File: src/rtl/pong_physics.sv
// pong_physics: frame-tick driven Pong engine.
//   Moves the ball and two paddles once per frame_tick and handles wall
//   bounces, paddle hits and misses, and the serve / miss hold sequence.
//   Ball speed is latched from the level input at serve launch and on
//   every paddle hit.
// Ports:
//   clk, rst              clock, synchronous active-high reset
//   frame_tick            one-cycle pulse per video frame; all motion gated by it
//   start                 leaves IDLE (ignored in other states)
//   up1/down1, up2/down2  paddle controls (up = decreasing y)
//   level                 speed level
//   ball_x, ball_y        ball top-left pixel (registered)
//   paddle1_y, paddle2_y  paddle top pixel (registered)
//   miss1, miss2          one-cycle pulse when player1 / player2 misses
//   state                 00 IDLE, 01 SERVE, 10 PLAY, 11 MISS
module pong_physics #(
  parameter int H_RES         = 640,
  parameter int V_RES         = 480,
  parameter int COORD_W       = 10,
  parameter int PADDLE1_L     = 90,
  parameter int PADDLE2_L     = 540,
  parameter int PADDLE_T      = 10,
  parameter int PADDLE_LEN    = 50,
  parameter int BALL_SIZE     = 10,
  parameter int PADDLE_VEL    = 8,
  parameter int BALL_VEL_BASE = 4,
  parameter int BALL_VEL_MAX  = 12,
  parameter int LEVEL_W       = 4,
  parameter int SERVE_FRAMES  = 30,
  parameter int MISS_FRAMES   = 60
) (
  input  logic               clk,
  input  logic               rst,
  input  logic               frame_tick,
  input  logic               start,
  input  logic               up1,
  input  logic               down1,
  input  logic               up2,
  input  logic               down2,
  input  logic [LEVEL_W-1:0] level,
  output logic [COORD_W-1:0] ball_x,
  output logic [COORD_W-1:0] ball_y,
  output logic [COORD_W-1:0] paddle1_y,
  output logic [COORD_W-1:0] paddle2_y,
  output logic               miss1,
  output logic               miss2,
  output logic [1:0]         state
);

  localparam logic [1:0] ST_IDLE  = 2'b00;
  localparam logic [1:0] ST_SERVE = 2'b01;
  localparam logic [1:0] ST_PLAY  = 2'b10;
  localparam logic [1:0] ST_MISS  = 2'b11;

  localparam int SW         = COORD_W + 1;
  localparam int FRAMES_MAX = (SERVE_FRAMES > MISS_FRAMES) ? SERVE_FRAMES : MISS_FRAMES;
  localparam int CNT_W      = $clog2(FRAMES_MAX + 1);
  localparam int VS_W       = ((LEVEL_W > COORD_W) ? LEVEL_W : COORD_W) + 1;

  localparam logic [COORD_W-1:0] BALL_X0   = COORD_W'((H_RES - BALL_SIZE) / 2);
  localparam logic [COORD_W-1:0] BALL_Y0   = COORD_W'((V_RES - BALL_SIZE) / 2);
  localparam logic [COORD_W-1:0] PADDLE_Y0 = COORD_W'((V_RES - PADDLE_LEN) / 2);

  localparam logic signed [SW-1:0] S_ZERO = '0;
  localparam logic signed [SW-1:0] S_BS   = SW'(BALL_SIZE);
  localparam logic signed [SW-1:0] S_XMAX = SW'(H_RES - BALL_SIZE);
  localparam logic signed [SW-1:0] S_YMAX = SW'(V_RES - BALL_SIZE);
  localparam logic signed [SW-1:0] S_P1R  = SW'(PADDLE1_L + PADDLE_T);
  localparam logic signed [SW-1:0] S_P2L  = SW'(PADDLE2_L);
  localparam logic signed [SW-1:0] S_PLEN = SW'(PADDLE_LEN);
  localparam logic signed [SW-1:0] S_PVEL = SW'(PADDLE_VEL);
  localparam logic signed [SW-1:0] S_PMAX = SW'(V_RES - PADDLE_LEN);

  logic [1:0]         r_state;
  logic [CNT_W-1:0]   r_cnt;
  logic [COORD_W-1:0] r_ball_x;
  logic [COORD_W-1:0] r_ball_y;
  logic [COORD_W-1:0] r_p1y;
  logic [COORD_W-1:0] r_p2y;
  logic [COORD_W-1:0] r_v;
  logic               r_dx_left;
  logic               r_dy_up;
  logic               r_miss1;
  logic               r_miss2;

  // Paddle step with clamping; the signed intermediate keeps y-8 from wrapping.
  function automatic logic [COORD_W-1:0] f_paddle(input logic [COORD_W-1:0] y,
                                                  input logic up, input logic dn);
    logic signed [SW-1:0] t;
    t = $signed({1'b0, y});
    if (up && !dn) begin
      t = t - S_PVEL;
      if (t < S_ZERO) t = S_ZERO;
    end else if (dn && !up) begin
      t = t + S_PVEL;
      if (t > S_PMAX) t = S_PMAX;
    end
    return t[COORD_W-1:0];
  endfunction

  // Speed for the next latch point: min(base + level, max).
  logic [VS_W-1:0]    w_lvl_sum;
  logic [COORD_W-1:0] w_lvl_v;
  assign w_lvl_sum = VS_W'(BALL_VEL_BASE) + VS_W'(level);
  assign w_lvl_v   = (w_lvl_sum > VS_W'(BALL_VEL_MAX)) ? COORD_W'(BALL_VEL_MAX)
                                                       : w_lvl_sum[COORD_W-1:0];

  logic [COORD_W-1:0] w_p1y_nxt;
  logic [COORD_W-1:0] w_p2y_nxt;
  assign w_p1y_nxt = f_paddle(r_p1y, up1, down1);
  assign w_p2y_nxt = f_paddle(r_p2y, up2, down2);

  logic signed [SW-1:0] w_bx, w_by, w_v, w_nx, w_ny, w_p1y, w_p2y;
  assign w_bx  = $signed({1'b0, r_ball_x});
  assign w_by  = $signed({1'b0, r_ball_y});
  assign w_v   = $signed({1'b0, r_v});
  assign w_p1y = $signed({1'b0, r_p1y});
  assign w_p2y = $signed({1'b0, r_p2y});
  assign w_nx  = r_dx_left ? (w_bx - w_v) : (w_bx + w_v);
  assign w_ny  = r_dy_up   ? (w_by - w_v) : (w_by + w_v);

  // Overlap uses the current ball_y and the paddle positions before this tick's move.
  logic w_ov1, w_ov2, w_hit1, w_hit2;
  assign w_ov1  = (w_by + S_BS > w_p1y) && (w_by < w_p1y + S_PLEN);
  assign w_ov2  = (w_by + S_BS > w_p2y) && (w_by < w_p2y + S_PLEN);
  assign w_hit1 = r_dx_left && (w_bx >= S_P1R) && (w_nx <= S_P1R) && w_ov1;
  assign w_hit2 = !r_dx_left && (w_bx + S_BS <= S_P2L) && (w_nx + S_BS >= S_P2L) && w_ov2;

  logic [COORD_W-1:0] w_bx_nxt;
  logic [COORD_W-1:0] w_by_nxt;
  logic               w_dx_nxt;
  logic               w_dy_nxt;
  logic               w_relatch;
  logic               w_miss1;
  logic               w_miss2;

  // Vertical and horizontal resolve independently so a wall bounce and a
  // paddle hit on the same tick both take effect.
  always_comb begin
    w_by_nxt = w_ny[COORD_W-1:0];
    w_dy_nxt = r_dy_up;
    if (w_ny <= S_ZERO) begin
      w_by_nxt = '0;
      w_dy_nxt = 1'b0;
    end else if (w_ny >= S_YMAX) begin
      w_by_nxt = S_YMAX[COORD_W-1:0];
      w_dy_nxt = 1'b1;
    end

    w_bx_nxt   = w_nx[COORD_W-1:0];
    w_dx_nxt   = r_dx_left;
    w_relatch  = 1'b0;
    w_miss1    = 1'b0;
    w_miss2    = 1'b0;
    if (w_hit1) begin
      w_bx_nxt  = S_P1R[COORD_W-1:0];
      w_dx_nxt  = 1'b0;
      w_relatch = 1'b1;
    end else if (w_hit2) begin
      w_bx_nxt  = COORD_W'(PADDLE2_L - BALL_SIZE);
      w_dx_nxt  = 1'b1;
      w_relatch = 1'b1;
    end else if (w_nx <= S_ZERO) begin
      w_bx_nxt = '0;
      w_dx_nxt = 1'b1;
      w_miss1  = 1'b1;
    end else if (w_nx >= S_XMAX) begin
      w_bx_nxt = S_XMAX[COORD_W-1:0];
      w_dx_nxt = 1'b0;
      w_miss2  = 1'b1;
    end
  end

  always_ff @(posedge clk) begin
    if (rst) begin
      r_state   <= ST_IDLE;
      r_cnt     <= '0;
      r_ball_x  <= BALL_X0;
      r_ball_y  <= BALL_Y0;
      r_p1y     <= PADDLE_Y0;
      r_p2y     <= PADDLE_Y0;
      r_v       <= COORD_W'(BALL_VEL_BASE);
      r_dx_left <= 1'b0;
      r_dy_up   <= 1'b0;
      r_miss1   <= 1'b0;
      r_miss2   <= 1'b0;
    end else begin
      r_miss1 <= 1'b0;
      r_miss2 <= 1'b0;
      if (frame_tick && (r_state != ST_IDLE)) begin
        r_p1y <= w_p1y_nxt;
        r_p2y <= w_p2y_nxt;
      end
      case (r_state)
        ST_IDLE: begin
          if (start) begin
            r_state  <= ST_SERVE;
            r_cnt    <= '0;
            r_ball_x <= BALL_X0;
            r_ball_y <= BALL_Y0;
          end
        end
        ST_SERVE: begin
          if (frame_tick) begin
            r_ball_x <= BALL_X0;
            r_ball_y <= BALL_Y0;
            if (r_cnt == CNT_W'(SERVE_FRAMES - 1)) begin
              r_state <= ST_PLAY;
              r_cnt   <= '0;
              r_v     <= w_lvl_v;
            end else begin
              r_cnt <= r_cnt + 1'b1;
            end
          end
        end
        ST_PLAY: begin
          if (frame_tick) begin
            r_ball_x  <= w_bx_nxt;
            r_ball_y  <= w_by_nxt;
            r_dx_left <= w_dx_nxt;
            r_dy_up   <= w_dy_nxt;
            if (w_relatch) r_v <= w_lvl_v;
            if (w_miss1 || w_miss2) begin
              r_state <= ST_MISS;
              r_cnt   <= '0;
              r_miss1 <= w_miss1;
              r_miss2 <= w_miss2;
            end
          end
        end
        default: begin
          if (frame_tick) begin
            if (r_cnt == CNT_W'(MISS_FRAMES - 1)) begin
              r_state  <= ST_SERVE;
              r_cnt    <= '0;
              r_ball_x <= BALL_X0;
              r_ball_y <= BALL_Y0;
            end else begin
              r_cnt <= r_cnt + 1'b1;
            end
          end
        end
      endcase
    end
  end

  assign ball_x    = r_ball_x;
  assign ball_y    = r_ball_y;
  assign paddle1_y = r_p1y;
  assign paddle2_y = r_p2y;
  assign miss1     = r_miss1;
  assign miss2     = r_miss2;
  assign state     = r_state;

endmodule

File: config.mk
export PLATFORM = sky130hd
export DESIGN_NAME = pong_physics
export DESIGN_NICKNAME = d
export VERILOG_FILES = /design/src/rtl/pong_physics.sv
export SDC_FILE = /design/constraint.sdc
export NUM_CORES = 1
export LEC_CHECK = 0
export BUFFER_PORTS_ARGS = -buffer_cell sky130_fd_sc_hd__clkbuf_2
export CAP_MARGIN = 20
export CELL_PAD_IN_SITES_DETAIL_PLACEMENT = 0
export CELL_PAD_IN_SITES_GLOBAL_PLACEMENT = 1
export CORE_MARGIN = 10
export CORE_UTILIZATION = 46
export CTS_BUF_LIST = sky130_fd_sc_hd__clkbuf_8
export DETAILED_ROUTE_END_ITERATION = 6
export PLACE_DENSITY_LB_ADDON = 0.15
export SYNTH_ARGS = -nofsm -noshare
export SYNTH_HDL_FRONTEND = slang
export SYNTH_SLANG_ARGS = --single-unit
File: constraint.sdc
create_clock -name clk -period 5.36 [get_ports clk]
set_input_delay 0.268 -clock clk [delete_from_list [all_inputs] [get_ports clk]]
set_output_delay 0.268 -clock clk [all_outputs]
set_load 0.01 [all_outputs]
==> flow_summary.yaml, run 1 <==
floorplanning:
  start_util: 0.472
  fp.dieH_um: 137
  io_pins: 56
  rows: 42
  dieWidth_um: 137
  die-area_mm2: 0.0187
  core_mm2: 0.0133
finish:
  layout_common_cells: "84 x ha_1, 81 x nor2_1, 70 x a21oi_1"
  nets: 963
  diodes: 0
  design_area_mm2: 0.00675
  final_common_cell: "ha_1"
  syn_to_final_growth_pct: 7.64
  drive_above_1_share: 0.113
cts:
  tritoncts: "yes"
  root_buffer: "clkbuf_8"
  cts.sinks: 55
  cts_hold_buf: 0
  cts_max_level: 2
  cts_buffer_depth: 2
  clk_pin_slew_ps: 110
  postCtsSetupRepairBufs: 0
  cts_buffers: 5
  clock_latency_ps: 350
  cts-resized-gates: 0
timing:
  period_share: 0.922
  slew_headroom: 0.518
  tightestPinTransition_ps: 705
  finalClockSkew_ps: 8.47
  timing.hold.ws_ps: 227
  setup_viol: 0
  setup-tns-final_ps: 0
  rsz0062_at_grt: "no"
  hold_violations: 0
  fmax_mhz: 202
  post-route-min-period_ps: 4940
  drv_slew: 0
yosys:
  synth_nets: 935
  synth.cell_area_mm2: 0.00627
  ys.flop_type: "dfxtp_1"
  synth_compound_area_frac: 0.275
  synth_xor_area_frac: 0.0573
  yosysSeqAreaShare: 0.176
  ys_ff_latch: 55
  synthMuxAreaShare: 0.0220
  synth_cells: 837
  syn_avg_cell_area_um2: 7.49
  synth_fa_ha_area_frac: 0.174
  ys_types: 77
  synth_top_family_by_area: "compound AO/OA/AOI/OAI gates"
  synth_enable_flop_cells: 0
  async_flop_share: 0
  synth_warnings: 0
  synthSimpleGateAreaFrac: 0.242
setup_path:
  cpPeakStageDelay_ps: 530
  worstPathCellList: "inv_1 -> ha_1 -> nor3b_1 -> ha_1 -> mux2i_1 -> ha_1 -> a21o_1 -> o21a_1 -> or2_2 -> o41ai_1 -> nand4b_1 -> a221oi_1 -> a211o_1 -> a21o_1 -> mux2_4"
  path_max_fanout: 7
  reg2reg_from: "r_v[0]"
  path_class: "flip-flop to flip-flop"
  cp_common_cell: "ha_1"
  slowest_stage: "a221oi_1"
  endpoint_kind: "flip-flop"
  crit_buf_inv: 1
  r2r.worst_path.cells: 15
  crit_required_ps: 5610
  reg2reg_slack_ps: 420
  cp_top_family: "compound AO/OA/AOI/OAI gates"
  regToRegEndpoint: "r_cnt[1]"
  cp-start-kind: "flip-flop"
  cp.arrival_ps: 5200
placement:
  routabilityCongestion: 0.889
  hpwlAfterDp_mm: 14.4
  placed_area_mm2: 0.00663
  port_buffers: 55
routing:
  drt-initial-drc-count: 514
  wl_mm: 18.6
  drc: 0
  drt-wirelength-per-cell_um: 17.9
  vias: 6346
  drtPass1Iterations: 5
  ant_nets: 0
  routed_via_density: 6.09
pwr:
  seqPwrFrac: 0.237
  internal-power_uw: 1150
  switching_share: 0.488
  powerDensity_mw_per_mm2: 332
  p_sw_uw: 1090
  p_clk_frac: 0.140
  vdd_drop_max_mv: 0.234
  combPwrFrac: 0.623
  power.leakage_uw: 0.00279
job:
  maxCapViolations: 0
hold_path:
  min_path_type: "input pin to flip-flop"
  whs_endpoint: "r_v[3]"
  hold_start: "level[2]"
  whs_path_depth: 3
global_routing:
  antenna_found_initial: 0
  grt_first_pass_wirelength_mm: 29.9
  grt_util_all_layers: 0.194
  grt_pass1_vias: 6022
  grt_max_degree: 59
  overflow: 0
outcome:
  status: "finished, final reports clean"
[power groups by stage]
stage | combinational [uW] | clock (uW) | sequential [uW]
2_1_floorplan | 1080 | 0 | 512
3_3_place_gp | 1360 | 0 | 537
3_5_place_dp | 1380 | 0 | 540
4_1_cts | 1390 | 321 | 530
5_1_grt | 1550 | 335 | 541
6_report | 1400 | 314 | 531
[worst max path at each step]
stage                          end  cells after the start  slack [ps]    from
after floorplan           state[0]                     15        1020  r_v[0]
final                     r_cnt[1]                     15         420  r_v[0]
after detailed placement  r_cnt[1]                     15         540  r_v[0]
after CTS                 r_cnt[1]                     15         510  r_v[0]
after global placement    r_cnt[1]                     15         640  r_v[0]
after global routing      r_cnt[1]                     15          60  r_v[1]
[worst register-to-register path, delay by kind of cell (launching register included)]
kind,cells,cell delay (ps)
fa+ha+maj,3,890
buf+inv,1,110
simple gates,3,860
flops,1,360
mux,2,530
compound gates,6,2090
[final cells by class]
class	count	area, um2
clock buffer	6	82.6
clock inverter	2	35.0
fill	1310	6550
inverter	54	203
multi-input combinational	693	4820
sequential	55	1100
tap	176	220
timing repair buffer	56	283
[per-layer routing]
layer / vias to the layer above / wire, um / track usage / part of all wire
met5: - / 0 / 0 / 0
met2: 189 / 9100 / 0.339 / 0.49
met1: 2978 / 8340 / 0.240 / 0.45
met3: 24 / 936 / 0.0352 / 0.050
li1: 3155 / - / - / -
met4: 0 / 231 / 0.0491 / 0.012
[flip-flops by register name (all words and copies together) (netlist names), 2 cells and up]
| signal | cells |
|---|---|
| ball_x | 10 |
| paddle1_y | 9 |
| state | 2 |
| r_cnt | 6 |
| r_v | 5 |
| paddle2_y | 9 |
| ball_y | 10 |
[synthesized netlist by cell type (4+ instances only)]
| library cell | number | area [um2] |
|---|---|---|
| a2111oi_0 | 4 | 35.0 |
| a211o_1 | 7 | 61.3 |
| a211oi_1 | 14 | 105 |
| a21o_1 | 12 | 90.1 |
| a21oi_1 | 70 | 350 |
| a221o_1 | 4 | 40.0 |
| a221oi_1 | 7 | 61.3 |
| a311o_1 | 4 | 40.0 |
| a311oi_1 | 5 | 43.8 |
| a31o_2 | 4 | 35.0 |
| a31oi_1 | 9 | 56.3 |
| and2_1 | 7 | 43.8 |
| and3_1 | 7 | 43.8 |
| clkbuf_1 | 30 | 113 |
| dfxtp_1 | 55 | 1100 |
| ha_1 | 84 | 1050 |
| inv_1 | 53 | 199 |
| mux2i_1 | 7 | 70.1 |
| nand2_1 | 64 | 240 |
| nand2b_1 | 18 | 113 |
| nand3_1 | 35 | 175 |
| nand4_1 | 11 | 68.8 |
| nor2_1 | 81 | 304 |
| nor2b_1 | 16 | 100 |
| nor3_1 | 25 | 125 |
| nor3b_1 | 7 | 52.6 |
| nor4_1 | 7 | 43.8 |
| o2111ai_1 | 7 | 61.3 |
| o211ai_1 | 5 | 37.5 |
| o21a_1 | 8 | 60.1 |
| o21ai_0 | 37 | 185 |
| o31a_1 | 4 | 35.0 |
| o31ai_1 | 11 | 82.6 |
| o32ai_1 | 5 | 43.8 |
| or2_2 | 11 | 68.8 |
| or3_1 | 4 | 25.0 |
| xnor2_1 | 35 | 307 |
| xor2_1 | 6 | 52.6 |
[per-stage QoR]
| stage | utilization | worst slack [ps] | total power [uW] | std cells |
|---|---|---|---|---|
| after detailed placement | 0.499 | 543 | 1920 | 1034 |
| final | 0.508 | 419 | 2240 | 1042 |
| after floorplan | - | 1020 | 1590 | 837 |
| after global placement | 0.499 | 644 | 1890 | 1034 |
| after global routing | 0.508 | 64.7 | 2430 | 1042 |
| after CTS | 0.508 | 514 | 2240 | 1042 |
[cells by family (layout without fill, tap and decap cells)]
kind of cell               count (synthesis)  in the layout
AOI/OAI and AO/OA                        249            249
muxes                                     12             12
adders and majority gates                 86             86
DFF                                       55             55
and+or+nand+nor                          305            305
xor gates and xnor gates                  41             41
buffers and inverters                     89            118
Power figures use the tool's default switching activity.
==> inputs of run 2 (changes only) <==
CTS_BUF_LIST = sky130_fd_sc_hd__clkbuf_4 sky130_fd_sc_hd__clkbuf_8   (was sky130_fd_sc_hd__clkbuf_8)
MAX_ROUTING_LAYER = met4   (was unset)
==> flow_summary.yaml, run 2 (synthesized netlist as in run 1, its figures left out) <==
pwr:
  vdd_drop_max_mv: 0.248
  power_uw: 2180
  power.leakage_uw: 0.00277
  powerDensity_mw_per_mm2: 325
global_routing:
  antenna_found_initial: 0
  grt_first_pass_wirelength_mm: 29.5
  grt_pass1_vias: 5856
  overflow: 0
  grt_util_all_layers: 0.198
  grt_max_degree: 59
timing:
  hold_violations: 0
  setup_viol: 0
  rsz0062_at_grt: "no"
  drv_slew: 0
  tightestPinTransition_ps: 733
  slew_headroom: 0.507
  finalClockSkew_ps: 22.3
  fmax_mhz: 205
  setup-tns-final_ps: 0
  period_share: 0.912
  timing.hold.ws_ps: 220
  post-route-min-period_ps: 4890
finish:
  diodes: 0
  nets: 963
  layout_common_cells: "84 x ha_1, 81 x nor2_1, 70 x a21oi_1"
  fillCellCount: 1363
  syn_to_final_growth_pct: 7.24
  final_common_cell: "ha_1"
  fin_cells: 1042
  drive_above_1_share: 0.113
setup_path:
  cp.arrival_ps: 5130
  reg2reg_from: "r_v[0]"
  worstSetupStartpoint: "r_v[0]"
  cp_common_cell: "ha_1"
  cp-start-kind: "flip-flop"
  path_max_fanout: 7
  slowest_stage: "a221oi_1"
  crit_required_ps: 5610
  endpoint_kind: "flip-flop"
  reg2reg_slack_ps: 470
  cpPeakStageDelay_ps: 540
  path_class: "flip-flop to flip-flop"
  worstPathCellList: "inv_1 -> ha_1 -> nor3b_1 -> ha_1 -> mux2i_1 -> ha_1 -> a21o_1 -> o21a_1 -> or2_2 -> o41ai_1 -> nand4b_1 -> a221oi_1 -> a211o_1 -> a21o_1 -> mux2_4"
routing:
  ant_nets: 0
  routed_via_density: 6.11
  drtPass1Iterations: 5
  wl_mm: 18.6
  drc: 0
  vias: 6368
  drt-initial-drc-count: 472
  drt-wirelength-per-cell_um: 17.9
cts:
  postCtsSetupRepairBufs: 0
  tritoncts: "yes"
  cts_buffers: 5
  root_buffer: "clkbuf_8"
  cts-resized-gates: 0
  cts.sinks: 55
  clock_latency_ps: 340
  cts_max_level: 2
  clk_pin_slew_ps: 120
  cts_buffer_depth: 2
  cts_hold_buf: 0
floorplanning:
  core_mm2: 0.0133
  die-area_mm2: 0.0187
  start_util: 0.472
  io_pins: 56
  dieWidth_um: 137
  rows: 42
  fp.dieH_um: 137
placement:
  port_buffers: 55
  dp.cells: 1034
  hpwlAfterDp_mm: 14.5
  routabilityCongestion: 0.900
hold_path:
  min_path_type: "input pin to flip-flop"
  hold_start: "level[2]"
job:
  maxCapViolations: 0
outcome:
  status: "finished, final reports clean"
-- run 2: changes by cell type in the layout (fill, tap and decap cells not counted) --
cell	change
bufinv_16	-1
clkbuf_8	-1
clkinvlp_4	+1
inv_8	+1
-- run 2: final timing paths --
| check | endpoint | cells past startpoint |
|---|---|---|
| max reg2reg | r_cnt[1] | 15 |
| min reg2reg | r_cnt[4] | 2 |
| min | r_v[3] | 3 |
| max | r_cnt[1] | 15 |
-- run 2: critical path: cells and delay by family, from the launching register on --
kind | cells | cell delay (ps)
AOI/OAI and AO/OA | 6 | 2070
adders and majority gates | 3 | 880
buffers and inverters | 1 | 110
DFF | 1 | 360
muxes | 2 | 530
and+or+nand+nor | 3 | 830
-- run 2: power by group --
| group | internal, uW | leakage, uW | total, uW | switching, uW |
|---|---|---|---|---|
| Sequential | 445 | 0.000445 | 531 | 86.5 |
| Clock | 95.0 | 0.0000461 | 256 | 161 |
| Combinational | 554 | 0.00228 | 1400 | 844 |
-- run 2: area by class of cell --
class	count	area, um2	share of cell area
clock buffer	5	68.8	0.0102
sequential	55	1100	0.164
tap	176	220	0.0328
inverter	54	203	0.0301
timing repair buffer	56	283	0.0421
clock inverter	3	23.8	0.00354
multi-input combinational	693	4820	0.718
-- run 2: per-stage QoR --
| step | utilization | cell area, um2 | setup slack [ps] |
|---|---|---|---|
| after floorplan | - | 6270 | 1020 |
| after global placement | 0.499 | 6630 | 641 |
| after detailed placement | 0.499 | 6630 | 556 |
| after CTS | 0.506 | 6720 | 516 |
| after global routing | 0.506 | 6720 | 109 |
| final | 0.506 | 6720 | 474 |
-- run 2: routing by layer --
metal,track usage,wire (um),share of wire
met2,0.327,8960,0.48
met1,0.244,8480,0.46
met5,-,0,0
met3,0.0293,773,0.042
met4,0.0556,382,0.021
==> inputs of run 3 (changes only) <==
CELL_PAD_IN_SITES_DETAIL_PLACEMENT = unset   (was 0)
CELL_PAD_IN_SITES_GLOBAL_PLACEMENT = unset   (was 1)
CORE_UTILIZATION = 50   (was 46)
==> flow_summary.yaml, run 3 (synthesized netlist as in run 1, its figures left out) <==
outcome:
  status: "finished, final reports clean"
routing:
  drt-wirelength-per-cell_um: 17.7
  routed_via_density: 6.13
  ant_nets: 0
  drt-initial-drc-count: 520
  vias: 6342
  wl_mm: 18.3
  drc: 0
  drtPass1Iterations: 7
placement:
  hpwlAfterDp_mm: 14.1
  dp.cells: 1026
  routabilityCongestion: 0.957
  port_buffers: 55
global_routing:
  grt_util_all_layers: 0.205
  antenna_found_initial: 0
  overflow: 0
  grt_pass1_vias: 6021
  grt_max_degree: 59
  grt_first_pass_wirelength_mm: 29.9
cts:
  cts_hold_buf: 0
  postCtsSetupRepairBufs: 0
  cts_max_level: 2
  cts_buffers: 5
  cts-resized-gates: 0
  cts_buffer_depth: 2
  clk_pin_slew_ps: 110
  tritoncts: "yes"
  root_buffer: "clkbuf_8"
  cts.sinks: 55
  clock_latency_ps: 340
timing:
  tightestPinTransition_ps: 791
  finalClockSkew_ps: 12.0
  drv_slew: 0
  post-route-min-period_ps: 4870
  hold_violations: 0
  rsz0062_at_grt: "no"
  period_share: 0.909
  setup-tns-final_ps: 0
  fmax_mhz: 205
  setup_viol: 0
  slew_headroom: 0.468
setup_path:
  cp_common_cell: "ha_1"
  slowest_stage: "a221oi_1"
  cpPeakStageDelay_ps: 520
  crit_buf_inv: 1
  cp.arrival_ps: 5110
  path_class: "flip-flop to flip-flop"
  endpoint_kind: "flip-flop"
  cp_top_family: "compound AO/OA/AOI/OAI gates"
  path_max_fanout: 7
  reg2reg_slack_ps: 490
  cp-start-kind: "flip-flop"
  crit_required_ps: 5600
  worstPathCellList: "inv_1 -> ha_1 -> nor3b_1 -> ha_1 -> mux2i_1 -> ha_1 -> a21o_1 -> o21a_1 -> or2_2 -> o41ai_1 -> nand4b_1 -> a221oi_1 -> a211o_1 -> a21o_1 -> mux2_4"
pwr:
  powerDensity_mw_per_mm2: 325
  power.leakage_uw: 0.00277
  p_clk_frac: 0.118
  seqPwrFrac: 0.243
  combPwrFrac: 0.639
  vdd_drop_max_mv: 0.244
  switching_share: 0.498
  internal-power_uw: 1100
  p_sw_uw: 1090
finish:
  fin_cells: 1034
  nets: 963
  syn_to_final_growth_pct: 7.08
  layout_common_cells: "84 x ha_1, 81 x nor2_1, 70 x a21oi_1"
  drive_above_1_share: 0.113
  diodes: 0
  final_common_cell: "ha_1"
job:
  maxCapViolations: 0
floorplanning:
  io_pins: 56
  dieWidth_um: 132
  core_mm2: 0.0122
  die-area_mm2: 0.0174
  fp.dieH_um: 132
  start_util: 0.516
  rows: 40
hold_path:
  min_path_type: "input pin to flip-flop"
-- run 3: cell count changes in the layout (fill, tap and decap cells not counted), sizes merged --
| cell | delta |
|---|---|
| clkbuf | +1 |
| clkinv | -1 |
-- run 3: worst register-to-register path: stages (launching register included) --
cell	delay, ps
dfxtp_1	360
inv_1	100
ha_1	200
nor3b_1	350
ha_1	320
mux2i_1	220
ha_1	370
a21o_1	240
o21a_1	240
or2_2	350
o41ai_1	410
nand4b_1	140
a221oi_1	520
a211o_1	340
a21o_1	290
mux2_4	320
-- run 3: worst paths after layout --
path,depth (start not counted),from,end
setup reg to reg,15,r_v[0],r_cnt[1]
hold reg to reg,2,r_cnt[4],r_cnt[4]
setup / recovery,15,r_v[0],r_cnt[1]
hold / removal,3,level[2],r_v[3]
-- run 3: cell type report --
class	count	area [um2]
Clock buffer	6	76.3
Clock inverter	2	16.3
Fill cell	1187	5450
Inverter	54	203
Multi-Input combinational cell	693	4820
Sequential cell	55	1100
Tap cell	168	210
Timing Repair Buffer	56	283
-- run 3: per-stage QoR --
step	hold slack (ps)	setup WS [ps]	area (um2)	utilization	total power, uW
4_1_cts	203	544	6710	0.552	2180
5_1_grt	212	143	6710	0.552	2380
3_5_place_dp	497	601	6620	0.544	1910
3_3_place_gp	479	702	6620	0.544	1880
6_report	209	485	6710	0.552	2180
2_1_floorplan	439	1020	6270	-	1590
-- run 3: power by group through the flow --
| stage | Sequential [uW] | Combinational (uW) | Clock, uW |
|---|---|---|---|
| finish | 530 | 1390 | 258 |
| CTS | 529 | 1380 | 267 |
| floorplan | 512 | 1080 | 0 |
| detailed placement | 538 | 1370 | 0 |
| global route | 538 | 1560 | 279 |
| global placement | 537 | 1340 | 0 |
-- run 3: per-layer routing --
layer,global-route usage,vias up,part of all wire
li1,-,3123,-
met1,0.252,2984,0.46
met2,0.333,204,0.47
met3,0.0373,31,0.051
met4,0.0637,0,0.021
met5,-,-,0
